$ cat config.mk
export PLATFORM = sky130hd
export DESIGN_NAME = instruction_fetch
export DESIGN_NICKNAME = d
export VERILOG_FILES = /design/src/rtl/instruction_fetch.sv
export SDC_FILE = /design/constraint.sdc
export NUM_CORES = 1
export LEC_CHECK = 0
export BUFFER_PORTS_ARGS = -buffer_cell sky130_fd_sc_hd__buf_2
export CAP_MARGIN = 40
export CORE_MARGIN = 2
export CORE_UTILIZATION = 55
export CTS_CLUSTER_SIZE = 12
export DETAILED_ROUTE_END_ITERATION = 7
export PLACE_DENSITY = 0.79
export SYNTH_ARGS = -nofsm -noshare
export SYNTH_HDL_FRONTEND = slang
export SYNTH_SLANG_ARGS = --single-unit
$ cat constraint.sdc
create_clock -name clk -period 7.6 [get_ports clk]
set_clock_uncertainty 0.05 [all_clocks]
set_input_delay 1.52 -clock clk [delete_from_list [all_inputs] [get_ports clk]]
set_output_delay 1.52 -clock clk [all_outputs]
set_load 0.01 [all_outputs]
$ cat src/rtl/instruction_fetch.sv
// instruction_fetch: PC owner issuing credit-limited imem fetches into an in-order queue feeding IF/ID, with stall and redirect flush
module instruction_fetch #(
  parameter int QDEPTH = 2,
  parameter logic [31:0] RESET_PC = 32'h0000_0000,
  parameter logic [31:0] NOP_INSTR = 32'h0000_0013
) (
  input  logic        clk,
  input  logic        rst,
  input  logic        stall,
  input  logic        redirect_valid,
  input  logic [31:0] redirect_target,
  output logic        imem_req,
  output logic [31:0] imem_addr,
  input  logic        imem_ready,
  input  logic        imem_rvalid,
  input  logic [31:0] imem_rdata,
  output logic [31:0] IF_instruction,
  output logic [31:0] IF_pcplus4,
  output logic        IF_valid
);
  localparam int CW = $clog2(QDEPTH + 1);
  localparam int AW = QDEPTH > 1 ? $clog2(QDEPTH) : 1;
  logic [31:0] pc, resp_pc, tgt;
  logic [31:0] q_ins [QDEPTH];
  logic [31:0] q_pc [QDEPTH];
  logic [AW-1:0] rd, wr;
  logic [CW-1:0] cnt, o, d;
  logic accept, discard, push, pop;
  assign imem_req = !redirect_valid && (({1'b0, o} + {1'b0, cnt}) < (CW + 1)'(QDEPTH));
  assign imem_addr = pc;
  assign accept = imem_req && imem_ready;
  assign discard = imem_rvalid && (d != '0 || redirect_valid);
  assign push = imem_rvalid && !discard;
  assign pop = !redirect_valid && !stall && cnt != '0;
  assign tgt = redirect_target & ~32'd3;
  always_ff @(posedge clk) begin
    if (push) begin
      q_ins[wr] <= imem_rdata;
      q_pc[wr] <= resp_pc;
    end
  end
  always_ff @(posedge clk) begin
    if (rst) begin
      pc <= RESET_PC;
      resp_pc <= RESET_PC;
      rd <= '0;
      wr <= '0;
      cnt <= '0;
      o <= '0;
      d <= '0;
      IF_instruction <= NOP_INSTR;
      IF_pcplus4 <= '0;
      IF_valid <= 1'b0;
    end else begin
      o <= o + CW'(accept) - CW'(imem_rvalid);
      if (redirect_valid) begin
        pc <= tgt;
        resp_pc <= tgt;
        rd <= '0;
        wr <= '0;
        cnt <= '0;
        d <= o - CW'(imem_rvalid);
        IF_instruction <= NOP_INSTR;
        IF_pcplus4 <= '0;
        IF_valid <= 1'b0;
      end else begin
        if (accept) pc <= pc + 32'd4;
        if (push) begin
          resp_pc <= resp_pc + 32'd4;
          wr <= wr == AW'(QDEPTH - 1) ? '0 : wr + 1'b1;
        end
        if (pop) rd <= rd == AW'(QDEPTH - 1) ? '0 : rd + 1'b1;
        d <= d - CW'(discard);
        cnt <= cnt + CW'(push) - CW'(pop);
        if (!stall) begin
          IF_instruction <= pop ? q_ins[rd] : NOP_INSTR;
          IF_valid <= pop;
          if (pop) IF_pcplus4 <= q_pc[rd] + 32'd4;
        end
      end
    end
  end
endmodule

==> impl_metrics.json, run 1 <==
{
  "result_of_the_run": "complete, no violations",
  "synth_top_flop_cell": "dfxtp_1",
  "synth_warnings": 0,
  "timing.critical_path.to_type": "output port",
  "clk_root_buffer_cell": "clkbuf_16",
  "path_class_of_the_lowest_slack_min_delay_path": "reg2reg",
  "antenna_cells_inserted": 0,
  "synth_area_mm2": 0.01106,
  "register_area_mm2": 0.006370,
  "worstSetupStartpoint": "redirect_valid",
  "setup_viol": 0,
  "synthesis.area_per_instance_um2": 10.97,
  "areaGrowthSynthToFinish_pct": 16.67,
  "drt_iter0_drc": 734,
  "maxCapViolCount": 0,
  "stdcell_area_mm2": 0.01290,
  "maximum_clock_rate_mhz": 260.4,
  "clock_latency_of_the_later_clocked_register_in_the_worst_skew_pair_ns": 0.52,
  "postSynthRegisterBits": 256,
  "cts_setup_buffers": 0,
  "multi_input_area_mm2": 0.004398,
  "seq_power_share": 0.522,
  "ys_types": 58,
  "worstSetupPathType": "in2out",
  "setup_repair_after_global_routing_missed_its_margin": "false",
  "min-delay-start": "IF_pcplus4[21]",
  "drt.antenna.violating_nets": 0,
  "fill_cells": 1493,
  "vdd_drop_max_v": 0.0001403,
  "post_synth_inst_count": 1008,
  "num_vias": 8203,
  "final_cell_mix": "buf_2, dfxtp_1, edfxtp_1, nand2_1, nor2_1",
  "vias_per_cell": 5.681,
  "clock_transition_at_the_register_clock_pins_on_the_worst_setup_and_hold_paths_after_cts_ns": 0.06,
  "power.switching_fraction": 0.2257,
  "cts_tree": "built",
  "cp_slowest_cell": "buf_4",
  "p_leak_uw": 0.004710,
  "seq_total_area_yosys": 0.5757,
  "die_width_um": 145.8,
  "global_route_wire_length_before_repair_um": 40260,
  "io_buffer_count": 161,
  "remaining_drc_errors": 0,
  "hold_ws_ns": 0.3992,
  "grt_overflow": 0,
  "finalSetupTns_ns": 0,
  "cts-htree-levels": 1,
  "synth-edff-count": 124,
  "switching_power_uw": 671.9,
  "route.detailed.wl_per_inst_um": 16.89,
  "drt_first_pass_iters": 5,
  "timing_max_transition_violations_final": 0,
  "critPathMaxStageDelay_ns": 0.26,
  "grt_pass1_vias": 7954,
  "layout.core_utilization": 0.6586,
  "total_power_uw": 2977,
  "gpl.final_weighted_congestion": 0.9296,
  "path_cells": "buf_2, buf_4, nor3_1, buf_2",
  "crit_required_ns": 6.03,
  "cts_num_sinks": 256,
  "largest_net_degree_at_the_start_of_global_routing": 70,
  "layout.cells.most_common": "buf_2",
  "power_frac_comb": 0.072,
  "tritoncts.num_buffers": 27,
  "initial_core_util": 0.5645,
  "gr-usage-all-layers": 0.2280,
  "slew_headroom": 0.3904,
  "ratio_of_total_power_to_cell_area_mw_per_mm2": 230.8,
  "critical_path_peak_fanout": 38,
  "power.share.clock": 0.406,
  "p_int_uw": 2305,
  "grt_antenna_before_repair": 0,
  "pin_count": 168,
  "ctsLongestPathBuffers": 3,
  "postRouteWirelength_um": 24390,
  "report.final.hold_viol_count": 0,
  "cpMostUsedCell": "buf_2",
  "critPathLaunchType": "input pin",
  "critical_path_arrival_ns": 2.27,
  "cts-resized-gates": 0,
  "detailed_place.area_mm2": 0.01209,
  "die_height_um": 145.8,
  "finalCritPeriodShare": 0.5053,
  "drive_above_1_share": 0.2205,
  "die_outline_area_mm2": 0.02126,
  "synth-async-reset-ratio": 0,
  "core_region_area_mm2": 0.01959,
  "core.rowCount": 51,
  "hold_buffers": 0,
  "layout.nets": 1239,
  "layout_min_cycle_time_ns": 3.840,
  "detailedPlacementHpwl_um": 16350,
  "worst_slew_pin_slew_ns": 0.9017
}
## worst paths after layout
| check | cells past startpoint | slack (ns) | to |
|---|---|---|---|
| setup / recovery | 4 | 3.76 | imem_req |
| setup reg to reg | 6 | 4.34 | IF_pcplus4[25] |
| hold reg to reg | 2 | 0.40 | IF_pcplus4[21] |
| hold / removal | 2 | 0.40 | IF_pcplus4[21] |
## synthesized netlist by cell type (5+ instances only)
master,n,area share
and3_1,13,0.0074
a31oi_1,7,0.0040
buf_2,8,0.0036
mux2i_1,24,0.022
ha_1,9,0.010
xnor2_1,37,0.029
a211oi_1,12,0.0081
nand2_1,83,0.028
xor2_1,37,0.029
nand4_1,26,0.015
a22oi_1,30,0.020
inv_1,24,0.0081
clkbuf_1,36,0.012
o211ai_1,5,0.0034
edfxtp_1,124,0.34
dfxtp_1,132,0.24
nor3_1,14,0.0063
mux2_2,38,0.039
and2_1,8,0.0045
buf_4,5,0.0034
o21ai_0,25,0.011
nor4_1,7,0.0040
a21oi_1,55,0.025
nand4b_1,6,0.0048
or4_1,5,0.0034
nand3_1,50,0.023
or3_1,7,0.0040
nand3b_1,9,0.0061
buf_1,6,0.0020
a21boi_0,27,0.018
nor2_1,84,0.029
## layer usage
| metal | global-route usage | part of all wire |
|---|---|---|
| met1 | 0.3337 | 0.46 |
| met2 | 0.3594 | 0.45 |
| met3 | 0.02790 | 0.067 |
| met4 | 0.06520 | 0.022 |
| met5 | 0 | 0 |
## flip-flops by register name (all words and copies together), names as in the netlist, named ones only
| signal | count |
|---|---|
| rd | 1 |
| d | 2 |
| q_pc | 60 |
| IF_valid | 1 |
| cnt | 2 |
| wr | 1 |
| q_ins | 64 |
| resp_pc | 30 |
| imem_addr | 30 |
| IF_instruction | 32 |
| IF_pcplus4 | 30 |
| o | 2 |
## final cells by class
cell class / count / area share
Multi-Input combinational cell: 676 / 0.3409
Timing Repair Buffer: 174 / 0.06983
Sequential cell: 256 / 0.4937
Clock inverter: 6 / 0.004267
Clock buffer: 43 / 0.05858
Inverter: 24 / 0.006983
Tap cell: 265 / 0.02570
## cells by family after synthesis
logic type	synth area share
AOI/OAI and AO/OA	0.1119
xor gates and xnor gates	0.05861
adders and majority gates	0.01199
buffers and inverters	0.02942
DFF	0.5757
muxes	0.06042
other	0.0003391
and+or+nand+nor	0.1516
## power groups by stage
stage	Combinational [uW]	Clock (uW)	Sequential (uW)
3_3_place_gp	208	0	1580
5_1_grt	240	1280	1560
2_1_floorplan	138	0	1580
4_1_cts	215	1230	1550
6_report	215	1210	1550
3_5_place_dp	213	0	1580
## through the flow
step | setup WS (ns) | std cells
final | 3.760 | 1444
after global routing | 3.540 | 1444
after CTS | 3.745 | 1444
after detailed placement | 3.294 | 1395
after global placement | 3.339 | 1394
after floorplan | 2.131 | 1011
## critical path, delay by kind of cell
family / cells / cell delay [ns]
buf+inv: 3 / 0.51
simple gates: 1 / 0.23
Note: power is estimated with default switching activity, not from simulation.
==> inputs of run 2 (changes only) <==
==> constraint.sdc (replaced) <==
create_clock -name clk -period 4 [get_ports clk]
set_clock_uncertainty 0.05 [all_clocks]
set_input_delay 0.8 -clock clk [delete_from_list [all_inputs] [get_ports clk]]
set_output_delay 0.8 -clock clk [all_outputs]
set_load 0.01 [all_outputs]
==> run 2 against run 1 <==
Net effect:
- register-to-register slack got worse by 3.5 ns
- first-iteration DRC count decreased by 14%
- wire length about the same
- critical endpoint is now o[1]
- sequential share of layout area decreased by 0.34 points
- die area unchanged
- utilization increased by 0.45 points
- combinational power increased by 94%
- largest cell class unchanged
- cell count increased by 0.35%
- total power increased by 90%
- cell area increased by 0.69%
==> impl_metrics.json, run 2 (synthesis results as in run 1) <==
{
  "finalSetupTns_ns": 0,
  "drt_first_pass_iters": 6,
  "num_vias": 8183,
  "flip_flop_count_of_the_largest_register_after_layout": 64,
  "die_height_um": 145.8,
  "cp_slowest_cell": "or3b_2",
  "layout.cells.most_common": "buf_2",
  "cp_num_buf_inv": 2,
  "critical_path.top_delay_family": "simple AND/OR/NAND/NOR gates",
  "path_class_of_the_lowest_slack_min_delay_path": "reg2reg",
  "ratio_of_total_power_to_cell_area_mw_per_mm2": 436.3,
  "result_of_the_run": "complete, no violations",
  "vias_per_cell": 5.647,
  "drive_above_1_share": 0.2221,
  "global_route.usage.met1": 0.3193,
  "hold_buffers": 0,
  "crit_required_ns": 4.33,
  "finalCritPeriodShare": 0.7866,
  "gr-max-usage-layer": "met2",
  "largest_net_degree_at_the_start_of_global_routing": 63,
  "grt_antenna_before_repair": 1,
  "grt_overflow": 0,
  "critPathMaxStageDelay_ns": 0.61,
  "vdd_drop_max_v": 0.0002847,
  "critical_path_arrival_ns": 3.48,
  "remaining_drc_errors": 0,
  "cts-htree-levels": 1,
  "initial_core_util": 0.5645,
  "cts_num_sinks": 256,
  "die_outline_area_mm2": 0.02126,
  "cts_tree": "built",
  "timing.critical_path.to_type": "register",
  "timing_max_transition_violations_final": 0,
  "drt.antenna.violating_nets": 0,
  "maximum_clock_rate_mhz": 317.8,
  "core.rowCount": 51,
  "placedCellCount": 1401,
  "detailedPlacementHpwl_um": 16550,
  "reg.largest.list": "q_ins: 64 flops, q_pc: 60 flops, IF_instruction: 32 flops",
  "cts-resized-gates": 0,
  "regMostFlops": "q_ins",
  "ctsLongestPathBuffers": 3,
  "layout.core_utilization": 0.6631,
  "setup_viol": 0,
  "clk_root_buffer_cell": "clkbuf_16",
  "maxCapViolCount": 0,
  "worstSetupPathType": "reg2reg",
  "route.detailed.wl_per_inst_um": 16.83,
  "critical_path_peak_fanout": 8,
  "worst_slew_pin_slew_ns": 0.7801,
  "grt_pass1_vias": 7741,
  "post-place-ws_ns": 0.8788,
  "pin_count": 168,
  "slew_headroom": 0.4751,
  "gr-usage-met2": 0.3672,
  "clock_transition_at_the_register_clock_pins_on_the_worst_setup_and_hold_paths_after_cts_ns": 0.06,
  "global_route_wire_length_before_repair_um": 39410,
  "drt_iter0_drc": 632,
  "tritoncts.num_buffers": 26,
  "critPathLaunchType": "register",
  "areaGrowthSynthToFinish_pct": 17.47,
  "path_cells": "and2_1, fa_1, or3b_2, nor2_1, inv_1, ha_1, inv_1, ha_1, xor2_1, xnor2_1, nor2_1",
  "globalRouteMet3Util": 0.03166,
  "cts_setup_buffers": 0,
  "reg2reg_setup_slack_ns": 0.85,
  "layout.nets": 1244,
  "antenna_cells_inserted": 0,
  "stdcell_count": 1449,
  "layout_min_cycle_time_ns": 3.146,
  "postRouteWirelength_um": 24390,
  "finalWorstSetupSlack_ns": 0.8537,
  "die_width_um": 145.8,
  "clock_latency_of_the_later_clocked_register_in_the_worst_skew_pair_ns": 0.52,
  "gpl.final_weighted_congestion": 0.9119,
  "final_cell_mix": "buf_2, dfxtp_1, edfxtp_1, nand2_1, nor2_1",
  "io_buffer_count": 161,
  "setup_repair_after_global_routing_missed_its_margin": "false",
  "gr-usage-all-layers": 0.2235,
  "report.final.hold_viol_count": 0,
  "p_leak_uw": 0.004746,
  "core_region_area_mm2": 0.01959
}
## run 2: power breakdown
| group | internal [uW] | total, uW | switching [uW] | leakage [uW] |
|---|---|---|---|---|
| Clock | 1370 | 2300 | 928 | 0.000393 |
| Sequential | 2860 | 2950 | 96.0 | 0.00222 |
| Combinational | 178 | 418 | 240 | 0.00213 |
## run 2: path summary, 6_finish.rpt
| kind | to | depth (start not counted) | start |
|---|---|---|---|
| worst min-delay path | IF_pcplus4[29] | 2 | IF_pcplus4[29] |
| worst min register to register | IF_pcplus4[29] | 2 | IF_pcplus4[29] |
| worst max-delay path | o[1] | 11 | cnt[0] |
| worst max register to register | o[1] | 11 | cnt[0] |
## run 2: worst register-to-register path: stages (launching register included)
cell and delay (ns):
dfxtp_1 0.42, and2_1 0.17, fa_1 0.45, or3b_2 0.61, nor2_1 0.31, inv_1 0.14, ha_1 0.30, inv_1 0.04
ha_1 0.17, xor2_1 0.16, xnor2_1 0.14, nor2_1 0.06
## run 2: metrics by stage
| stage | instance area (um^2) | hold WS [ns] | power, uW |
|---|---|---|---|
| finish | 12990 | 0.4040 | 5668 |
| CTS | 12990 | 0.4060 | 5700 |
| global placement | 12180 | 0.3865 | 3403 |
| detailed placement | 12180 | 0.3960 | 3418 |
| floorplan | 11070 | 0.3965 | 3255 |
| global route | 12990 | 0.4002 | 5874 |
## run 2: layer usage
layer  vias up  wire length [um]  share of wire
met5         -                 0              0
met4         0               406          0.017
met3        37              1725          0.071
met2       314             11180           0.46
met1      3835             11080           0.45
li1       3997                 -              -
## run 2: final cells by class
type	instances	area [um^2]
clock inverters	3	40.04
multi-input cells	676	4398
flip-flops and latches	256	6370
repair buffers	180	985.9
fillers	1527	6600
inverters	24	90.09
well taps	265	331.6
clock buffers	45	774.5
==> inputs of run 3 (changes only) <==
==> constraint.sdc (replaced) <==
create_clock -name clk -period 3.21 [get_ports clk]
set_clock_uncertainty 0.05 [all_clocks]
set_input_delay 0.642 -clock clk [delete_from_list [all_inputs] [get_ports clk]]
set_output_delay 0.642 -clock clk [all_outputs]
set_load 0.01 [all_outputs]
==> run 3 against run 2 <==
Net effect:
- cell count up 0.35%
- hold slack worse by 0.15 ns
- sequential power up 25%
- combinational power up 25%
- first-iteration DRC count down 4.7%
- utilization up 0.096 points
- wire length up 2.0%
- die area unchanged
- highest routed layer unchanged
==> impl_metrics.json, run 3 (synthesis results as in run 1) <==
{
  "layout.nets": 1247,
  "critPathMaxStageDelay_ns": 0.59,
  "gpl.final_weighted_congestion": 0.9150,
  "timing_max_transition_violations_final": 0,
  "cts_num_sinks": 256,
  "report.final.hold_viol_count": 0,
  "grt_antenna_before_repair": 0,
  "path_class_of_the_lowest_slack_min_delay_path": "in2reg",
  "slew_headroom": 0.4516,
  "clock_latency_of_the_later_clocked_register_in_the_worst_skew_pair_ns": 0.52,
  "core.rowCount": 51,
  "reg.largest.list": "q_ins: 64 flops, q_pc: 60 flops, IF_instruction: 32 flops",
  "layout.cells.most_common": "buf_2",
  "drt.antenna.violating_nets": 0,
  "global_route_wire_length_before_repair_um": 40100,
  "hold_buffers": 0,
  "path_cells": "and2_1, fa_1, or3b_2, nor2_1, inv_1, ha_1, inv_1, ha_1, xor2_1, xnor2_1, nor2_1",
  "power_frac_comb": 0.074,
  "pin_count": 168,
  "die_height_um": 145.8,
  "critical_path_peak_fanout": 8,
  "gr-usage-all-layers": 0.2290,
  "regMostFlops": "q_ins",
  "postRouteWirelength_um": 24890,
  "power.share.clock": 0.407,
  "crit_required_ns": 3.56,
  "worstSetupPathType": "reg2reg",
  "detailedPlacementHpwl_um": 16600,
  "fill_cells": 1495,
  "clk_root_buffer_cell": "clkbuf_16",
  "switching_power_uw": 1608,
  "p_leak_uw": 0.004761,
  "num_vias": 8198,
  "critPathLaunchType": "register",
  "setup_viol": 0,
  "clock_transition_at_the_register_clock_pins_on_the_worst_setup_and_hold_paths_after_cts_ns": 0.06,
  "setup_repair_after_global_routing_missed_its_margin": "false",
  "vias_per_cell": 5.638,
  "maximum_clock_rate_mhz": 345.1,
  "ratio_of_total_power_to_cell_area_mw_per_mm2": 545.1,
  "drt_iter0_drc": 602,
  "layout.core_utilization": 0.6640,
  "maxCapViolCount": 0,
  "finalWorstSetupSlack_ns": 0.3125,
  "post-place-ws_ns": 0.3272,
  "result_of_the_run": "complete, no violations",
  "worst_slew_pin_slew_ns": 0.8150,
  "areaGrowthSynthToFinish_pct": 17.64,
  "seq_power_share": 0.519,
  "tritoncts.num_buffers": 26,
  "cts-resized-gates": 0,
  "power.switching_fraction": 0.2267,
  "drive_above_1_share": 0.2241,
  "critical_path_arrival_ns": 3.24,
  "cp_slowest_cell": "or3b_2",
  "cts-htree-levels": 1,
  "io_buffer_count": 161,
  "cts_tree": "built",
  "ctsLongestPathBuffers": 3,
  "timing.critical_path.to_type": "register",
  "largest_net_degree_at_the_start_of_global_routing": 63,
  "core_region_area_mm2": 0.01959,
  "final_cell_mix": "buf_2, dfxtp_1, edfxtp_1, nand2_1, nor2_1",
  "flip_flop_count_of_the_largest_register_after_layout": 64,
  "die_outline_area_mm2": 0.02126,
  "die_width_um": 145.8,
  "finalSetupTns_ns": 0,
  "vdd_drop_max_v": 0.0003431,
  "initial_core_util": 0.5645,
  "grt_overflow": 0,
  "remaining_drc_errors": 0,
  "total_power_uw": 7091,
  "drt_first_pass_iters": 5,
  "p_int_uw": 5483,
  "route.detailed.wl_per_inst_um": 17.12,
  "finalCritPeriodShare": 0.9026,
  "cts_setup_buffers": 0,
  "layout_min_cycle_time_ns": 2.897,
  "grt_pass1_vias": 7719
}
-- run 3: stage by stage --
| stage | instances | cell area, um^2 | hold WS, ns |
|---|---|---|---|
| 4_1_cts | 1452 | 13000 | 0.2453 |
| 2_1_floorplan | 1011 | 11080 | 0.3965 |
| 5_1_grt | 1452 | 13000 | 0.2484 |
| 3_5_place_dp | 1404 | 12190 | 0.3948 |
| 6_report | 1454 | 13010 | 0.2571 |
| 3_3_place_gp | 1404 | 12190 | 0.3868 |
-- run 3: worst max-delay path, delay by kind of cell, from the launching register on --
kind          cells  cell delay, ns
simple gates      4            0.98
fa+ha+maj         3            0.89
flops             1            0.42
xor+xnor          2            0.29
buf+inv           2            0.14
-- run 3: final cells by class --
cell class,count,area (um^2),share of cell area
Tap cell,265,331.6,0.02549
Sequential cell,256,6370,0.4897
Clock inverter,1,5.005,0.0003847
Timing Repair Buffer,183,996.0,0.07656
Antenna cell,2,5.005,0.0003847
Multi-Input combinational cell,676,4398,0.3381
Inverter,24,90.09,0.006925
Clock buffer,47,813.3,0.06252
-- run 3: per-layer routing --
layer  wire length (um)  share of wire  track usage  vias to the layer above
met3               1917          0.077      0.03260                       45
met5                  0              0            0                        -
met4                573          0.023      0.06765                        0
li1                   -              -            -                     3991
met2              11080           0.44       0.3599                      335
met1              11320           0.45       0.3323                     3827
-- run 3: worst paths after layout --
check                                     from        endpoint  slack, ns  depth (start not counted)
worst max-delay path                    cnt[0]            o[1]       0.31                         11
worst min-delay path            imem_rdata[24]    q_ins[1][24]       0.26                          1
worst max register to register          cnt[0]            o[1]       0.31                         11
worst min register to register  IF_pcplus4[25]  IF_pcplus4[25]       0.40                          2
-- run 3: power by group through the flow --
stage | Clock (uW) | Sequential, uW | Combinational [uW]
after global routing | 3050 | 3700 | 579
final | 2890 | 3680 | 523
after floorplan | 0 | 3730 | 329
after detailed placement | 0 | 3740 | 517
after CTS | 2930 | 3680 | 525
after global placement | 0 | 3740 | 508
